==> src/rtl/pc_sequencer.sv <==
// rtl/pc_sequencer.sv - fetch PC sequencer: sequential advance, branch/irq/debug redirects via FLUSH
// Optional debug mode is compiled in when ECAP5_DPROC_DEBUG_EN is defined.
module pc_sequencer #(
    parameter int unsigned     XLEN       = 32,
    parameter int unsigned     INSN_BYTES = 4,
    parameter logic [XLEN-1:0] BOOT_ADDR  = XLEN'(32'h0000_0000),
    parameter logic [XLEN-1:0] IRQ_ADDR   = XLEN'(32'hFF00_000A),
    parameter logic [XLEN-1:0] DBG_ADDR   = XLEN'(32'hFF00_000B)
) (
    input  logic            clk_i,
    input  logic            rst_i,
    output logic [XLEN-1:0] pc_o,
    output logic            pc_valid_o,
    input  logic            pc_ready_i,
    output logic            flush_o,
    input  logic            redirect_i,
    input  logic [2:0]      branch_cond_i,
    input  logic [XLEN-1:0] op_a_i,
    input  logic [XLEN-1:0] op_b_i,
    input  logic [XLEN-1:0] target_i,
    input  logic            irq_i,
    input  logic            irq_en_i,
    output logic [XLEN-1:0] epc_o,
    input  logic            dbg_req_i,
    input  logic            dbg_resume_i,
    output logic [XLEN-1:0] dpc_o,
    output logic            in_debug_o
);

    typedef enum logic [1:0] {S_BOOT, S_RUN, S_FLUSH} state_t;

    state_t          r_state;
    logic [XLEN-1:0] r_pc;
    logic [XLEN-1:0] r_epc;
    logic            r_valid;
    logic            r_flush;
    logic            r_irq_pending;

    logic            w_cond;
    logic            w_taken;
    logic            w_in_debug;
    logic            w_irq_take;
    logic [XLEN-1:0] w_target;
    logic [XLEN-1:0] w_ret_pc;
    logic            w_unused_tgt0;

    always_comb begin
        w_cond = 1'b0;
        case (branch_cond_i)
            3'd0:    w_cond = 1'b1;
            3'd1:    w_cond = (op_a_i == op_b_i);
            3'd2:    w_cond = (op_a_i != op_b_i);
            3'd3:    w_cond = ($signed(op_a_i) <  $signed(op_b_i));
            3'd4:    w_cond = (op_a_i <  op_b_i);
            3'd5:    w_cond = ($signed(op_a_i) >= $signed(op_b_i));
            3'd6:    w_cond = (op_a_i >= op_b_i);
            default: w_cond = 1'b0;
        endcase
    end

    assign w_taken       = redirect_i & w_cond;
    assign w_target      = {target_i[XLEN-1:1], 1'b0};
    assign w_unused_tgt0 = target_i[0];
    // A taken branch coinciding with a trap is preserved as the return address.
    assign w_ret_pc      = w_taken ? w_target : r_pc;
    assign w_irq_take    = (r_irq_pending | irq_i) & irq_en_i & ~w_in_debug;

`ifdef ECAP5_DPROC_DEBUG_EN
    logic            r_in_debug;
    logic [XLEN-1:0] r_dpc;
    assign w_in_debug = r_in_debug;
    assign in_debug_o = r_in_debug;
    assign dpc_o      = r_dpc;
`else
    logic w_unused_dbg;
    assign w_in_debug   = 1'b0;
    assign in_debug_o   = 1'b0;
    assign dpc_o        = '0;
    assign w_unused_dbg = dbg_req_i | dbg_resume_i | (|DBG_ADDR);
`endif

    always_ff @(posedge clk_i) begin
        if (rst_i) begin
            r_state       <= S_BOOT;
            r_pc          <= BOOT_ADDR;
            r_epc         <= '0;
            r_valid       <= 1'b0;
            r_flush       <= 1'b0;
            r_irq_pending <= 1'b0;
`ifdef ECAP5_DPROC_DEBUG_EN
            r_in_debug    <= 1'b0;
            r_dpc         <= '0;
`endif
        end else begin
            r_flush <= 1'b0;
            if (irq_i) begin
                r_irq_pending <= 1'b1;
            end
            case (r_state)
                S_BOOT, S_FLUSH: begin
                    r_state <= S_RUN;
                    r_valid <= 1'b1;
                end
                S_RUN: begin
`ifdef ECAP5_DPROC_DEBUG_EN
                    if (dbg_req_i && !r_in_debug) begin
                        r_dpc      <= w_ret_pc;
                        r_pc       <= DBG_ADDR;
                        r_in_debug <= 1'b1;
                        r_state    <= S_FLUSH;
                        r_valid    <= 1'b0;
                        r_flush    <= 1'b1;
                    end else if (dbg_resume_i && r_in_debug) begin
                        r_pc       <= r_dpc;
                        r_in_debug <= 1'b0;
                        r_state    <= S_FLUSH;
                        r_valid    <= 1'b0;
                        r_flush    <= 1'b1;
                    end else
`endif
                    if (w_irq_take) begin
                        r_epc         <= w_ret_pc;
                        r_pc          <= IRQ_ADDR;
                        r_irq_pending <= 1'b0;
                        r_state       <= S_FLUSH;
                        r_valid       <= 1'b0;
                        r_flush       <= 1'b1;
                    end else if (w_taken) begin
                        r_pc    <= w_target;
                        r_state <= S_FLUSH;
                        r_valid <= 1'b0;
                        r_flush <= 1'b1;
                    end else if (r_valid && pc_ready_i) begin
                        r_pc <= r_pc + XLEN'(INSN_BYTES);
                    end
                end
                default: begin
                    r_state <= S_BOOT;
                    r_valid <= 1'b0;
                end
            endcase
        end
    end

    assign pc_o       = r_pc;
    assign pc_valid_o = r_valid;
    assign flush_o    = r_flush;
    assign epc_o      = r_epc;

endmodule
==> config.mk <==
export PLATFORM = sky130hd
export DESIGN_NAME = pc_sequencer
export DESIGN_NICKNAME = d
export VERILOG_FILES = /design/src/rtl/pc_sequencer.sv
export SDC_FILE = /design/constraint.sdc
export NUM_CORES = 1
export LEC_CHECK = 0
export ABC_AREA = 0
export CELL_PAD_IN_SITES_DETAIL_PLACEMENT = 1
export CELL_PAD_IN_SITES_GLOBAL_PLACEMENT = 2
export CORE_ASPECT_RATIO = 0.6
export CORE_MARGIN = 2
export CORE_UTILIZATION = 21
export DETAILED_ROUTE_END_ITERATION = 12
export GPL_TIMING_DRIVEN = 0
export PLACE_DENSITY_LB_ADDON = 0.1
export SLEW_MARGIN = 20
export SYNTH_ARGS = -nofsm -noshare
export SYNTH_HDL_FRONTEND = slang
export SYNTH_SLANG_ARGS = --single-unit
==> constraint.sdc <==
create_clock -name clk_i -period 2.7 [get_ports clk_i]
set_input_delay 0.27 -clock clk_i [delete_from_list [all_inputs] [get_ports clk_i]]
set_output_delay 0.27 -clock clk_i [all_outputs]
set_load 0.1 [all_outputs]
==> qor.yml <==
core_um2: 21910
clk_path_buf_depth: 2
drt-pass1-iter-count: 7
fp-row-count: 42
fmax_mhz: 361.2
track_usage_pct: 17.99
critPathRequiredTime_ps: 2920
hold_class: "flip-flop to flip-flop"
rr_startpoint: "pc_o[3]"
synth_flop_cell: "dfxtp_1"
clockRootBuffer: "clkbuf_16"
cp-start-kind: "input port"
die_h_um: 119.3
async_reset_ff_share_pct: 0
r2r_slack_ps: 60
vias: 5301
drc: 0
ctsHoldBuffers: 0
port-buffer-count: 168
fin_ws_ps: -68.28
dieArea_um2: 23400
start_util_pct: 21.23
max_slew_margin_pct: 32.19
viasPerCell: 4.691
crit_path_max_fanout: 5
fill_cells: 2494
die_w_um: 196.2
worst_setup_path_end_kind: "flip-flop"
rsz0062_at_grt: "true"
clk-insertion-delay-late_ps: 350
first_global_vias: 5555
antenna_cells: 0
cpMaxStageDelayCell: "o311ai_4"
finalClockSkew_ps: 10.90
cts_sinks: 67
drt_iter0_drc: 214
fin_crit_sh_pct: 102.5
ant_nets: 0
nets: 980
ir_drop_mv: 0.3118
synth_edf_count: 0
finalHoldViolations: 0
antenna_found_initial: 0
ys_warn_count: 0
hold_end: "pc_valid_o"
power_density_nw_per_um2: 476.7
p_leak_nw: 3.351
rr_endpoint: "pc_o[30]"
area_delta_synth_final_pct: 82.09
cts_tree: "built"
overflow: 0
final_common_cell: "clkdlybuf4s50_1"
criticalPathCategory: "input port to flip-flop"
h-tree-depth: 3
r2r_cells: 11
status: "finished with violations"
crit_chain: "dlygate4sd2_1 -> inv_1 -> ha_1 -> nand4_1 -> a21oi_2 -> o311ai_4 -> nand4_1 -> mux2_4 -> nor3b_4 -> buf_4 -> o21ai_4 -> buf_12 -> buf_12 -> mux2i_2 -> o22ai_2"
syn_inst: 590
ys_ff_latch: 67
hold_slack_ps: 500.1
syn_avg_cell_area_um2: 7.887
min_from: "pc_valid_o"
layout_common_cells: "clkdlybuf4s50_1, buf_4, dfxtp_1, nand2_1, o21ai_0"
ioPinCount: 206
synth.cell_area_um2: 4653
synth.distinct_cells: 56
clk_pin_slew_ps: 60
numCtsBuffers: 9
finalSetupViolCount: 43
dp_hpwl_mm: 15.61
power_mw: 4.039
hold_path_depth: 1
drt-total-wl_mm: 22.14
grt_pass1_wl_mm: 32.14
pre_cts_slack_ps: -1248
report.final.slew_viol_count: 0
violations: "setup timing"
drive_gt1_share_pct: 32.70
grt_max_degree: 13
slowest_delay_ps: 320
routedWlPerCell_um: 19.59
cap_violations: 0
worst_pin_slew_ps: 1014
post-route-util_pct: 38.67
crit_arrival_ps: 2990
setup.worst_path.start: "op_b_i[4]"
period_minus_slack_ps: 2768
gp_congestion: 0.7789
seq_area_frac_synth_pct: 28.82
-- per-stage QoR --
| step | instances | setup TNS [ps] | cell area, um2 |
|---|---|---|---|
| 5_1_grt | 1130 | -8292 | 8473 |
| 3_3_place_gp | 1077 | -62030 | 6839 |
| 2_1_floorplan | 623 | -0.02598 | 4800 |
| 4_1_cts | 1118 | -8.609 | 7874 |
| 6_report | 1130 | -1542 | 8473 |
| 3_5_place_dp | 1077 | -67940 | 6839 |
-- cell type report --
cell class,instances,area [um2],share of cell area [%]
Multi-Input combinational cell,452,3704,43.71
Buffer,61,496.7,5.862
Sequential cell,67,1361,16.07
Tap cell,286,357.8,4.223
Inverter,43,173.9,2.053
Clock buffer,10,250.2,2.953
Clock inverter,5,36.28,0.4282
Timing Repair Buffer,206,2093,24.70
-- state kept, by name (all words and copies together) (netlist names) --
signal         cells
epc_o             32
r_irq_pending      1
flush_o            1
pc_o              31
r_state            1
pc_valid_o         1
-- per-layer routing --
| layer | global-route usage, % | share of wire [%] | routed length, um |
|---|---|---|---|
| met2 | 28.65 | 45 | 10030 |
| met5 | 0 | 0 | 0 |
| met4 | 3.551 | 0.79 | 175 |
| met3 | 3.087 | 4.2 | 932 |
| met1 | 25.54 | 50 | 11000 |
-- cell usage after synthesis, types with 7 or more instances --
library cell	n	share of area [%]
o21ai_0	54	5.8
buf_4	37	6.0
a21oi_1	41	4.4
a211oi_1	9	1.5
mux2i_1	48	10
inv_1	43	3.5
nor2_1	28	2.3
nand4_1	14	1.9
nand3_1	22	2.4
clkbuf_1	17	1.4
ha_1	33	8.9
dfxtp_1	67	29
nand2_1	54	4.4
nor3_1	15	1.6
a31oi_1	13	1.7
o22ai_1	15	2.0
and3_1	7	0.94
-- timing repair --
| item | 4_1_cts | 5_1_grt |
|---|---|---|
| pin swaps | 48 | 44 |
| buffers inserted | 23 | 9 |
| resized for setup | 273 | 105 |
| setup endpoints to repair | 65 | 64 |
| gates cloned | 3 | 5 |
-- power breakdown --
| part | total [mW] | switching, mW | leakage (nW) | internal [mW] |
|---|---|---|---|---|
| logic | 1.74 | 1.13 | 2.65 | 0.614 |
| registers | 1.12 | 0.0681 | 0.553 | 1.05 |
| clock network | 1.18 | 0.503 | 0.144 | 0.676 |
| total | 4.04 | 1.70 | 3.35 | 2.34 |
-- critical path, delay by kind of cell --
kind / cells / cell delay, ps
adder cells (fa/ha/maj): 1 / 300
AND/OR/NAND/NOR: 3 / 470
AO/OA/AOI/OAI: 4 / 690
buffers and inverters: 5 / 700
multiplexers: 2 / 540
-- cell families (layout without fill, tap and decap cells) --
family / after synthesis / count (layout) / synth area share [%]
AO/OA/AOI/OAI: 157 / 157 / 19.98
XOR/XNOR: 8 / 8 / 1.506
adder cells (fa/ha/maj): 33 / 33 / 8.873
other: 1 / 34 / 0.08059
buffers and inverters: 104 / 325 / 11.64
multiplexers: 50 / 50 / 10.81
flip-flops: 67 / 67 / 28.83
AND/OR/NAND/NOR: 170 / 170 / 18.28
-- how the worst max path moves through the flow --
stage	end	slack, ps	cells past startpoint
after floorplan	pc_o[2]	-0.03	13
after global placement	pc_o[2]	-1130	14
after detailed placement	pc_o[2]	-1250	14
after CTS	pc_o[2]	-9	14
after global routing	pc_o[12]	-210	16
final	pc_o[11]	-70	15
Power figures use the tool's default switching activity.
